$ cat src/rtl/mul_pipe_stream_if.sv
// ----------------------------------------------------------------------------
// mul_pipe_stream_if
//   Stream bundle between mul_pipe_stream and its surroundings.
//   The operand side (in_*) and the result side (out_*) each use a
//   valid/ready handshake. flush and busy are carried here as well so that a
//   single connection wires up the whole block.
//
//   Parameters
//     DW  operand width
//     TW  tag width
//     RW  result width, always 2*DW (derived)
//
//   Signals (direction seen from the multiplier, i.e. the slave modport)
//     flush       in   synchronous pipeline clear
//     in_valid    in   operand beat valid
//     in_ready    out  multiplier can take a beat this cycle
//     in_a        in   multiplicand
//     in_b        in   multiplier
//     in_signed   in   1: operands are two's complement
//     in_tag      in   user tag, returned with the result
//     out_valid   out  result valid
//     out_ready   in   downstream takes the result
//     out_result  out  product
//     out_tag     out  tag belonging to out_result
//     busy        out  at least one operation in flight
//
//   Modports
//     master  operand producer / result consumer (drives in_*, out_ready, flush)
//     slave   the multiplier itself
// ----------------------------------------------------------------------------
interface mul_pipe_stream_if #(
    parameter int DW = 8,
    parameter int TW = 4
);
    localparam int RW = 2 * DW;

    logic          flush;
    logic          in_valid;
    logic          in_ready;
    logic [DW-1:0] in_a;
    logic [DW-1:0] in_b;
    logic          in_signed;
    logic [TW-1:0] in_tag;
    logic          out_valid;
    logic          out_ready;
    logic [RW-1:0] out_result;
    logic [TW-1:0] out_tag;
    logic          busy;

    modport master (
        output flush,
        output in_valid,
        input  in_ready,
        output in_a,
        output in_b,
        output in_signed,
        output in_tag,
        input  out_valid,
        output out_ready,
        input  out_result,
        input  out_tag,
        input  busy
    );

    modport slave (
        input  flush,
        input  in_valid,
        output in_ready,
        input  in_a,
        input  in_b,
        input  in_signed,
        input  in_tag,
        output out_valid,
        input  out_ready,
        output out_result,
        output out_tag,
        output busy
    );
endinterface

$ cat src/rtl/mul_pipe_stream.sv
// ----------------------------------------------------------------------------
// mul_pipe_stream
//   Streaming pipelined shift-add multiplier, DW x DW -> 2*DW.
//   Each of the STAGES = DW/BPS stages retires BPS bits of the multiplier.
//   Every stage has its own valid bit and a ready signal derived from the
//   stages behind it, so empty stages (bubbles) fill even while the output is
//   stalled, and a full pipe still accepts one beat per cycle when the result
//   side drains. A user tag travels alongside each operation untouched.
//
//   Parameters
//     DW      operand width                         (default 8)
//     BPS     multiplier bits consumed per stage    (default 2, DW % BPS == 0)
//     TW      tag width                             (default 4)
//     RW      result width = 2*DW                   (derived)
//     STAGES  pipeline depth = DW/BPS               (derived)
//
//   Ports
//     clk     clock
//     rst_n   asynchronous active-low reset
//     bus     mul_pipe_stream_if.slave: flush, in_* operand stream,
//             out_* result stream, busy
//
//   Compile-time option
//     MUL_SIGNED_EN  when defined, in_signed selects two's-complement
//                    operation per beat and a sign flag travels with each
//                    operation. When undefined, in_signed is ignored, every
//                    beat is unsigned and no sign-extension or subtract
//                    logic exists.
//
//   Latency is STAGES cycles from acceptance to out_valid when not stalled.
//   Results leave in acceptance order. All arithmetic is modulo 2^RW.
// ----------------------------------------------------------------------------
module mul_pipe_stream #(
    parameter  int DW     = 8,
    parameter  int BPS    = 2,
    parameter  int TW     = 4,
    localparam int RW     = 2 * DW,
    localparam int STAGES = DW / BPS
) (
    input logic                clk,
    input logic                rst_n,
    mul_pipe_stream_if.slave   bus
);

    if (DW % BPS != 0) begin : g_bad_bps
        $error("mul_pipe_stream: DW (%0d) must be a multiple of BPS (%0d)", DW, BPS);
    end

    // ------------------------------------------------------------------
    // Stage registers. Index k holds the state after stage k has folded
    // its BPS multiplier bits into the accumulator.
    // ------------------------------------------------------------------
    logic [STAGES-1:0] vld;
    logic [RW-1:0]     acc  [STAGES];
    logic [RW-1:0]     a_sh [STAGES];
    logic [DW-1:0]     b_sh [STAGES];
    logic [TW-1:0]     tag  [STAGES];
`ifdef MUL_SIGNED_EN
    logic [STAGES-1:0] sgn;
`endif

    // rdy[k]: stage k may load this cycle; rdy[STAGES] is the consumer.
    logic [STAGES:0]   rdy;
    logic              in_ready_int;
    logic              accept;
    logic [RW-1:0]     in_a_ext;

    // Values presented to each stage's input (stage 0 sees the operand port).
    logic [STAGES-1:0] src_vld;
    logic [RW-1:0]     src_acc [STAGES];
    logic [RW-1:0]     src_a   [STAGES];
    logic [DW-1:0]     src_b   [STAGES];
    logic [TW-1:0]     src_tag [STAGES];
    logic [RW-1:0]     nxt_acc [STAGES];
`ifdef MUL_SIGNED_EN
    logic [STAGES-1:0] src_sgn;
`endif

    // ------------------------------------------------------------------
    // Ready chain. A stage can load when it is empty or when the stage
    // after it can load, which reduces to: the consumer is ready, or some
    // stage at or beyond k is empty.
    // ------------------------------------------------------------------
    always_comb begin : p_rdy
        logic chain;
        chain       = bus.out_ready;
        rdy[STAGES] = chain;
        for (int k = STAGES - 1; k >= 0; k--) begin
            chain  = chain | ~vld[k];
            rdy[k] = chain;
        end
    end

    // A beat offered during flush is refused so it cannot survive the clear.
    assign in_ready_int = rdy[0] & ~bus.flush;
    assign accept       = bus.in_valid & in_ready_int;

`ifdef MUL_SIGNED_EN
    assign in_a_ext = {{DW{bus.in_signed & bus.in_a[DW-1]}}, bus.in_a};
`else
    assign in_a_ext = {{DW{1'b0}}, bus.in_a};

    // in_signed has no function in the unsigned-only build.
    logic unused_in_signed;
    assign unused_in_signed = bus.in_signed;
`endif

    // ------------------------------------------------------------------
    // Stage input selection.
    // ------------------------------------------------------------------
    // NOTE: every combinational output gets a value on every path (here by
    // assigning stage 0 first and all later stages in the loop); a path that
    // leaves one unassigned would infer a latch.
    always_comb begin
        src_vld[0] = accept;
        src_acc[0] = '0;
        src_a[0]   = in_a_ext;
        src_b[0]   = bus.in_b;
        src_tag[0] = bus.in_tag;
`ifdef MUL_SIGNED_EN
        src_sgn[0] = bus.in_signed;
`endif
        for (int k = 1; k < STAGES; k++) begin
            src_vld[k] = vld[k-1];
            src_acc[k] = acc[k-1];
            src_a[k]   = a_sh[k-1];
            src_b[k]   = b_sh[k-1];
            src_tag[k] = tag[k-1];
`ifdef MUL_SIGNED_EN
            src_sgn[k] = sgn[k-1];
`endif
        end
    end

    // ------------------------------------------------------------------
    // Stage arithmetic: fold the low BPS bits of the shifted multiplier
    // into the accumulator. In signed mode the very last multiplier bit
    // (b[DW-1], seen by the last stage at position BPS-1) carries weight
    // -2^(DW-1), so its partial product is subtracted.
    // ------------------------------------------------------------------
    always_comb begin
        for (int k = 0; k < STAGES; k++) begin
            nxt_acc[k] = src_acc[k];
            for (int j = 0; j < BPS; j++) begin
`ifdef MUL_SIGNED_EN
                if (src_b[k][j] && src_sgn[k] && k == STAGES - 1 && j == BPS - 1)
                    nxt_acc[k] = nxt_acc[k] - (src_a[k] << j);
                else if (src_b[k][j])
                    nxt_acc[k] = nxt_acc[k] + (src_a[k] << j);
`else
                if (src_b[k][j])
                    nxt_acc[k] = nxt_acc[k] + (src_a[k] << j);
`endif
            end
        end
    end

    // ------------------------------------------------------------------
    // Pipeline registers.
    // ------------------------------------------------------------------
    // NOTE: state is updated with non-blocking assignments so every stage
    // samples its predecessor's pre-edge value; blocking assignments here
    // would let an operand ripple through several stages in one cycle.
    always_ff @(posedge clk or negedge rst_n) begin
        if (!rst_n) begin
            vld <= '0;
`ifdef MUL_SIGNED_EN
            sgn <= '0;
`endif
            // NOTE: the data registers are reset too, not only the valid
            // bits, so out_result/out_tag read as zero after reset rather
            // than as leftovers of the dropped operations.
            for (int k = 0; k < STAGES; k++) begin
                acc[k]  <= '0;
                a_sh[k] <= '0;
                b_sh[k] <= '0;
                tag[k]  <= '0;
            end
        end else begin
            for (int k = 0; k < STAGES; k++) begin
                if (rdy[k]) begin
                    vld[k] <= src_vld[k];
                    // Data only moves with a real operation, so an
                    // emptied stage keeps its last contents.
                    if (src_vld[k]) begin
                        acc[k]  <= nxt_acc[k];
                        a_sh[k] <= src_a[k] << BPS;
                        b_sh[k] <= src_b[k] >> BPS;
                        tag[k]  <= src_tag[k];
`ifdef MUL_SIGNED_EN
                        sgn[k]  <= src_sgn[k];
`endif
                    end
                end
            end
            // Flush wins over any load: everything in flight is dropped.
            if (bus.flush)
                vld <= '0;
        end
    end

    // ------------------------------------------------------------------
    // Outputs straight from the last stage's registers.
    // ------------------------------------------------------------------
    assign bus.in_ready   = in_ready_int;
    assign bus.out_valid  = vld[STAGES-1];
    assign bus.out_result = acc[STAGES-1];
    assign bus.out_tag    = tag[STAGES-1];
    assign bus.busy       = |vld;

endmodule

$ cat src/flat_wrapper.sv
// flat-port wrapper written by rule: the top's interface ports become plain ports
module mul_pipe_stream_flat 
#(
    parameter  int DW     = 8,
    parameter  int BPS    = 2,
    parameter  int TW     = 4,
    localparam int RW     = 2 * DW,
    localparam int STAGES = DW / BPS
)
  (clk, rst_n, bus_flush, bus_in_valid, bus_in_ready, bus_in_a, bus_in_b, bus_in_signed, bus_in_tag, bus_out_valid, bus_out_ready, bus_out_result, bus_out_tag, bus_busy);
  mul_pipe_stream_if #(.DW(DW), .TW(TW)) bus_i ();
  input logic clk;
  input logic rst_n;
  input wire logic [$bits(bus_i.flush)-1:0] bus_flush;
  input wire logic [$bits(bus_i.in_valid)-1:0] bus_in_valid;
  output wire logic [$bits(bus_i.in_ready)-1:0] bus_in_ready;
  input wire logic [$bits(bus_i.in_a)-1:0] bus_in_a;
  input wire logic [$bits(bus_i.in_b)-1:0] bus_in_b;
  input wire logic [$bits(bus_i.in_signed)-1:0] bus_in_signed;
  input wire logic [$bits(bus_i.in_tag)-1:0] bus_in_tag;
  output wire logic [$bits(bus_i.out_valid)-1:0] bus_out_valid;
  input wire logic [$bits(bus_i.out_ready)-1:0] bus_out_ready;
  output wire logic [$bits(bus_i.out_result)-1:0] bus_out_result;
  output wire logic [$bits(bus_i.out_tag)-1:0] bus_out_tag;
  output wire logic [$bits(bus_i.busy)-1:0] bus_busy;
  assign bus_i.flush = bus_flush;
  assign bus_i.in_valid = bus_in_valid;
  assign bus_in_ready = bus_i.in_ready;
  assign bus_i.in_a = bus_in_a;
  assign bus_i.in_b = bus_in_b;
  assign bus_i.in_signed = bus_in_signed;
  assign bus_i.in_tag = bus_in_tag;
  assign bus_out_valid = bus_i.out_valid;
  assign bus_i.out_ready = bus_out_ready;
  assign bus_out_result = bus_i.out_result;
  assign bus_out_tag = bus_i.out_tag;
  assign bus_busy = bus_i.busy;
  mul_pipe_stream #(.DW(DW), .BPS(BPS), .TW(TW)) u_core (.clk(clk), .rst_n(rst_n), .bus(bus_i));
endmodule
$ cat config.mk
export PLATFORM = sky130hd
export DESIGN_NAME = mul_pipe_stream_flat
export DESIGN_NICKNAME = d
export VERILOG_FILES = /design/src/rtl/mul_pipe_stream_if.sv /design/src/rtl/mul_pipe_stream.sv /design/src/flat_wrapper.sv
export SDC_FILE = /design/constraint.sdc
export NUM_CORES = 1
export LEC_CHECK = 0
export BUFFER_PORTS_ARGS = -buffer_cell sky130_fd_sc_hd__buf_4
export CAP_MARGIN = 20
export CORE_MARGIN = 2
export CORE_UTILIZATION = 35
export DETAILED_ROUTE_END_ITERATION = 10
export SLEW_MARGIN = 15
export SYNTH_ARGS = -nofsm -noshare
export SYNTH_HDL_FRONTEND = slang
export SYNTH_SLANG_ARGS = --single-unit
$ cat constraint.sdc
create_clock -name clk -period 3.5 [get_ports clk]
set_input_delay 0.35 -clock clk [delete_from_list [all_inputs] [get_ports clk]]
set_output_delay 0.35 -clock clk [all_outputs]
set_load 0.02 [all_outputs]
==> flow_summary_export.csv <==
group,metric,value,unit
run_status,status,"completed",
pwr,peakVddDrop,0.000289,V
placement,dp_slack,133,ps
pwr,p_total,4990,uW
global_route,gr-usage-met3,2.85,%
timing,hold_ws,60.5,ps
clock_tree,tritoncts,"done",
die,pin_count,49,
logic_synthesis,synth_common_cells,"nand2_1 (221), dfrtp_1 (108), ha_1 (58)",
critical_path,startpoint_type,"flip-flop",
global_route,gr-total-overflow,0,
clock_tree,clk-insertion-delay-late,360,ps
final_layout,drive_gt1_share,11.2,%
detailed_routing,routed_wl,15400,um
timing,hold_viol_final,0,
placement,portBuffers,47,
die,die_w,146,um
critical_path,critical_path_class,"reg -> reg",
pwr,powerDensity,638,nW/um^2
timing,postLayoutSetupSlackWorst,173,ps
timing,fmax,301,MHz
logic_synthesis,synthTopCellsByArea,"dfrtp_1 (39%), nand2_1 (12%), ha_1 (10%)",
logic_synthesis,ys_types,52,
clock_tree,cts_hold_buf,0,
global_route,grt_pass1_wl,26900,um
logic_synthesis,synth_edf_count,0,
timing,final.setup.tns,0,ps
clock_tree,cts_max_path_buffers,2,
global_route,grt_usage,15.3,%
detailed_routing,drc_errors,0,
die,initial_core_util,35.8,%
logic_synthesis,syn-instance-count,803,
logic_synthesis,syn_area,7020,um^2
timing,skew,7.60,ps
logic_synthesis,avgSynthCellArea,8.74,um^2
critical_path,critPathBufInv,0,
detailed_routing,num_vias,5498,
clock_tree,cts_buffers,9,
clock_tree,cts-root-buf,"clkbuf_16",
timing,slew_viol_final,0,
clock_tree,cts_htree_levels,3,
timing,finalCritPeriodShare,95.1,%
final_layout,antenna_cells,0,
die,dieArea,21200,um^2
logic_synthesis,synth_most_common_cell,"nand2_1",
final_layout,multi_input_area,4000,um^2
flow_run,maxCapViolations,0,
global_route,grt_pass1_vias,5477,
die,die_y,146,um
global_route,grt_start_max_net_pins,56,
placement,hpwlAfterDp,11700,um
detailed_routing,via_per_inst,5.02,
critical_path,cpMaxStageDelayCell,"fa_1",
critical_path,cp_max_fo,4,
clock_tree,cts_setup_buffers,0,
global_route,met2_usage,25.9,%
logic_synthesis,async_reset_ff_share,100,%
global_route,top_usage_layer,"met2",
logic_synthesis,synth_nets,894,
critical_path,crit_arrival,3570,ps
critical_path,cp.required,3740,ps
final_layout,nets,916,
final_layout,num-fill-cells,2019,
critical_path,max_stage_delay,480,ps
global_route,globalRouteMet1Util,20.2,%
die,fp-row-count,51,
final_layout,ff_latch_area,2700,um^2
hold_path,hold_path_class,"in -> async",
detailed_routing,ant_nets,0,
detailed_routing,drt-pass1-iter-count,5,
timing,finalSetupViolCount,0,
timing,period_needed,3330,ps
logic_synthesis,synth.top_cell.area_share,38.5,%
logic_synthesis,synth-seq-cells,108,
logic_synthesis,yosysWarnings,0,
die,core_area,19600,um^2
detailed_routing,wl_per_cell,14.0,um
timing,tightest_slew,975,ps
critical_path,path_cells,"ha_1 -> fa_1 -> mux2_2 -> ha_1 -> fa_1 -> a21o_1 -> a21oi_1 -> o21ai_0 -> xor2_1 -> a221o_1",
critical_path,crit_family,"adder cells",
logic_synthesis,yosysTopAreaCell,"dfrtp_1",
timing,rsz0062_at_grt,"false",
clock_tree,clkTransAtPathRegs,70,ps
detailed_routing,initialDrtViolationCount,232,
timing,slew_headroom,35.0,%
clock_tree,cts_sinks,108,
final_layout,area_growth,11.6,%
pwr,p_leak,0.00392,uW
critical_path,end_kind,"flip-flop",
logic_synthesis,synth-main-ff-cell,"dfrtp_1",
placement,gp_congestion,0.768,
global_route,antenna_found_initial,0,
logic_synthesis,yosysSeqAreaShare,38.5,%
[layout make-up]
class | count | share of cell area [%]
Multi-Input combinational cell | 629 | 51.1
Sequential cell | 108 | 34.5
Timing Repair Buffer | 58 | 5.72
Tap cell | 265 | 4.24
Clock buffer | 13 | 3.20
Inverter | 19 | 0.911
Clock inverter | 3 | 0.272
[state kept, by name, summed over array words and instances, names as in the netlist]
name                   count
u_core.a_sh               24
u_core.vld                 4
u_core.b_sh               12
u_core.acc                36
u_core.bus.out_result     16
u_core.src_tag            12
u_core.bus.out_tag         4
[worst reg2reg max path: stages, from the launching register on]
cell     delay (ps)
dfrtp_1         420
ha_1            270
fa_1            480
mux2_2          290
ha_1            250
fa_1            440
a21o_1          200
a21oi_1         210
o21ai_0         180
xor2_1          170
a221o_1         300
[through the flow]
step	instances	util, %	cell area, um^2
floorplan	803	-	7020
global placement	1079	38.6	7550
detailed placement	1079	38.6	7550
CTS	1095	39.9	7820
global route	1095	40.0	7830
finish	1095	40.0	7830
[final timing paths]
kind | startpoint | end | slack [ps] | cells past startpoint
setup / recovery | u_core.a_sh[50]$_DFFE_PN0P_ | u_core.acc[41]$_DFFE_PN0P_ | 170 | 10
hold / removal | rst_n | u_core.bus.out_result[13]$_DFFE_PN0P_ | 60 | 1
setup reg to reg | u_core.a_sh[50]$_DFFE_PN0P_ | u_core.acc[41]$_DFFE_PN0P_ | 170 | 10
hold reg to reg | u_core.b_sh[28]$_DFFE_PN0P_ | u_core.b_sh[18]$_DFFE_PN0P_ | 460 | 2
max in group asynchronous | rst_n | u_core.a_sh[41]$_DFFE_PN0P_ | 2690 | 2
min in group clk | bus_in_tag[1] | u_core.src_tag[9]$_DFFE_PN0P_ | 180 | 3
[layout by cell type (no fill, tap or decap), types with 6 or more instances in the layout]
| master | Yosys | final |
|---|---|---|
| nor2_1 | 32 | 32 |
| xor2_1 | 11 | 11 |
| a21oi_1 | 49 | 49 |
| xnor2_1 | 16 | 16 |
| inv_1 | 19 | 19 |
| o211ai_1 | 11 | 11 |
| a211oi_1 | 12 | 11 |
| nand4b_1 | 6 | 6 |
| dfrtp_1 | 108 | 108 |
| clkbuf_16 | 0 | 9 |
| nand3_1 | 10 | 10 |
| mux2_2 | 9 | 9 |
| buf_4 | 16 | 57 |
| o31ai_1 | 9 | 9 |
| and2_1 | 18 | 18 |
| nand2b_1 | 6 | 6 |
| a31oi_1 | 8 | 8 |
| o21ai_0 | 45 | 45 |
| fa_1 | 7 | 7 |
| mux2i_1 | 18 | 18 |
| nand3b_1 | 7 | 7 |
| nand2_1 | 221 | 221 |
| ha_1 | 58 | 58 |
| a21o_1 | 16 | 16 |
[report_power, final]
group / switching [uW] / total (uW) / internal [uW]
sequential: 271 / 1810 / 1530
clock: 457 / 961 / 505
combinational: 1190 / 2220 / 1040
total: 1910 / 4990 / 3080
[what timing repair did]
| item | CTS | global route |
|---|---|---|
| resized for setup | 0 | 3 |
| setup endpoints to repair | 0 | 4 |
| hold endpoints to repair | 0 | 0 |
[kinds of logic (layout without fill, tap and decap cells)]
| family | count (synthesis) | in the layout | synth area share, % |
|---|---|---|---|
| AND/OR/NAND/NOR | 321 | 321 | 19.9 |
| adder cells (fa/ha/maj) | 65 | 65 | 12.3 |
| flip-flops | 108 | 108 | 38.5 |
| multiplexers | 27 | 27 | 4.01 |
| AO/OA/AOI/OAI | 189 | 189 | 17.4 |
| buffers and inverters | 66 | 93 | 4.49 |
| XOR/XNOR | 27 | 27 | 3.37 |
[per-layer routing]
layer	vias to the layer above	share of wire [%]
li1	2824	-
met1	2580	49
met2	78	47
met3	16	2.7
met4	0	1.3
met5	-	0
No activity file was read; power rests on OpenSTA's default activity.
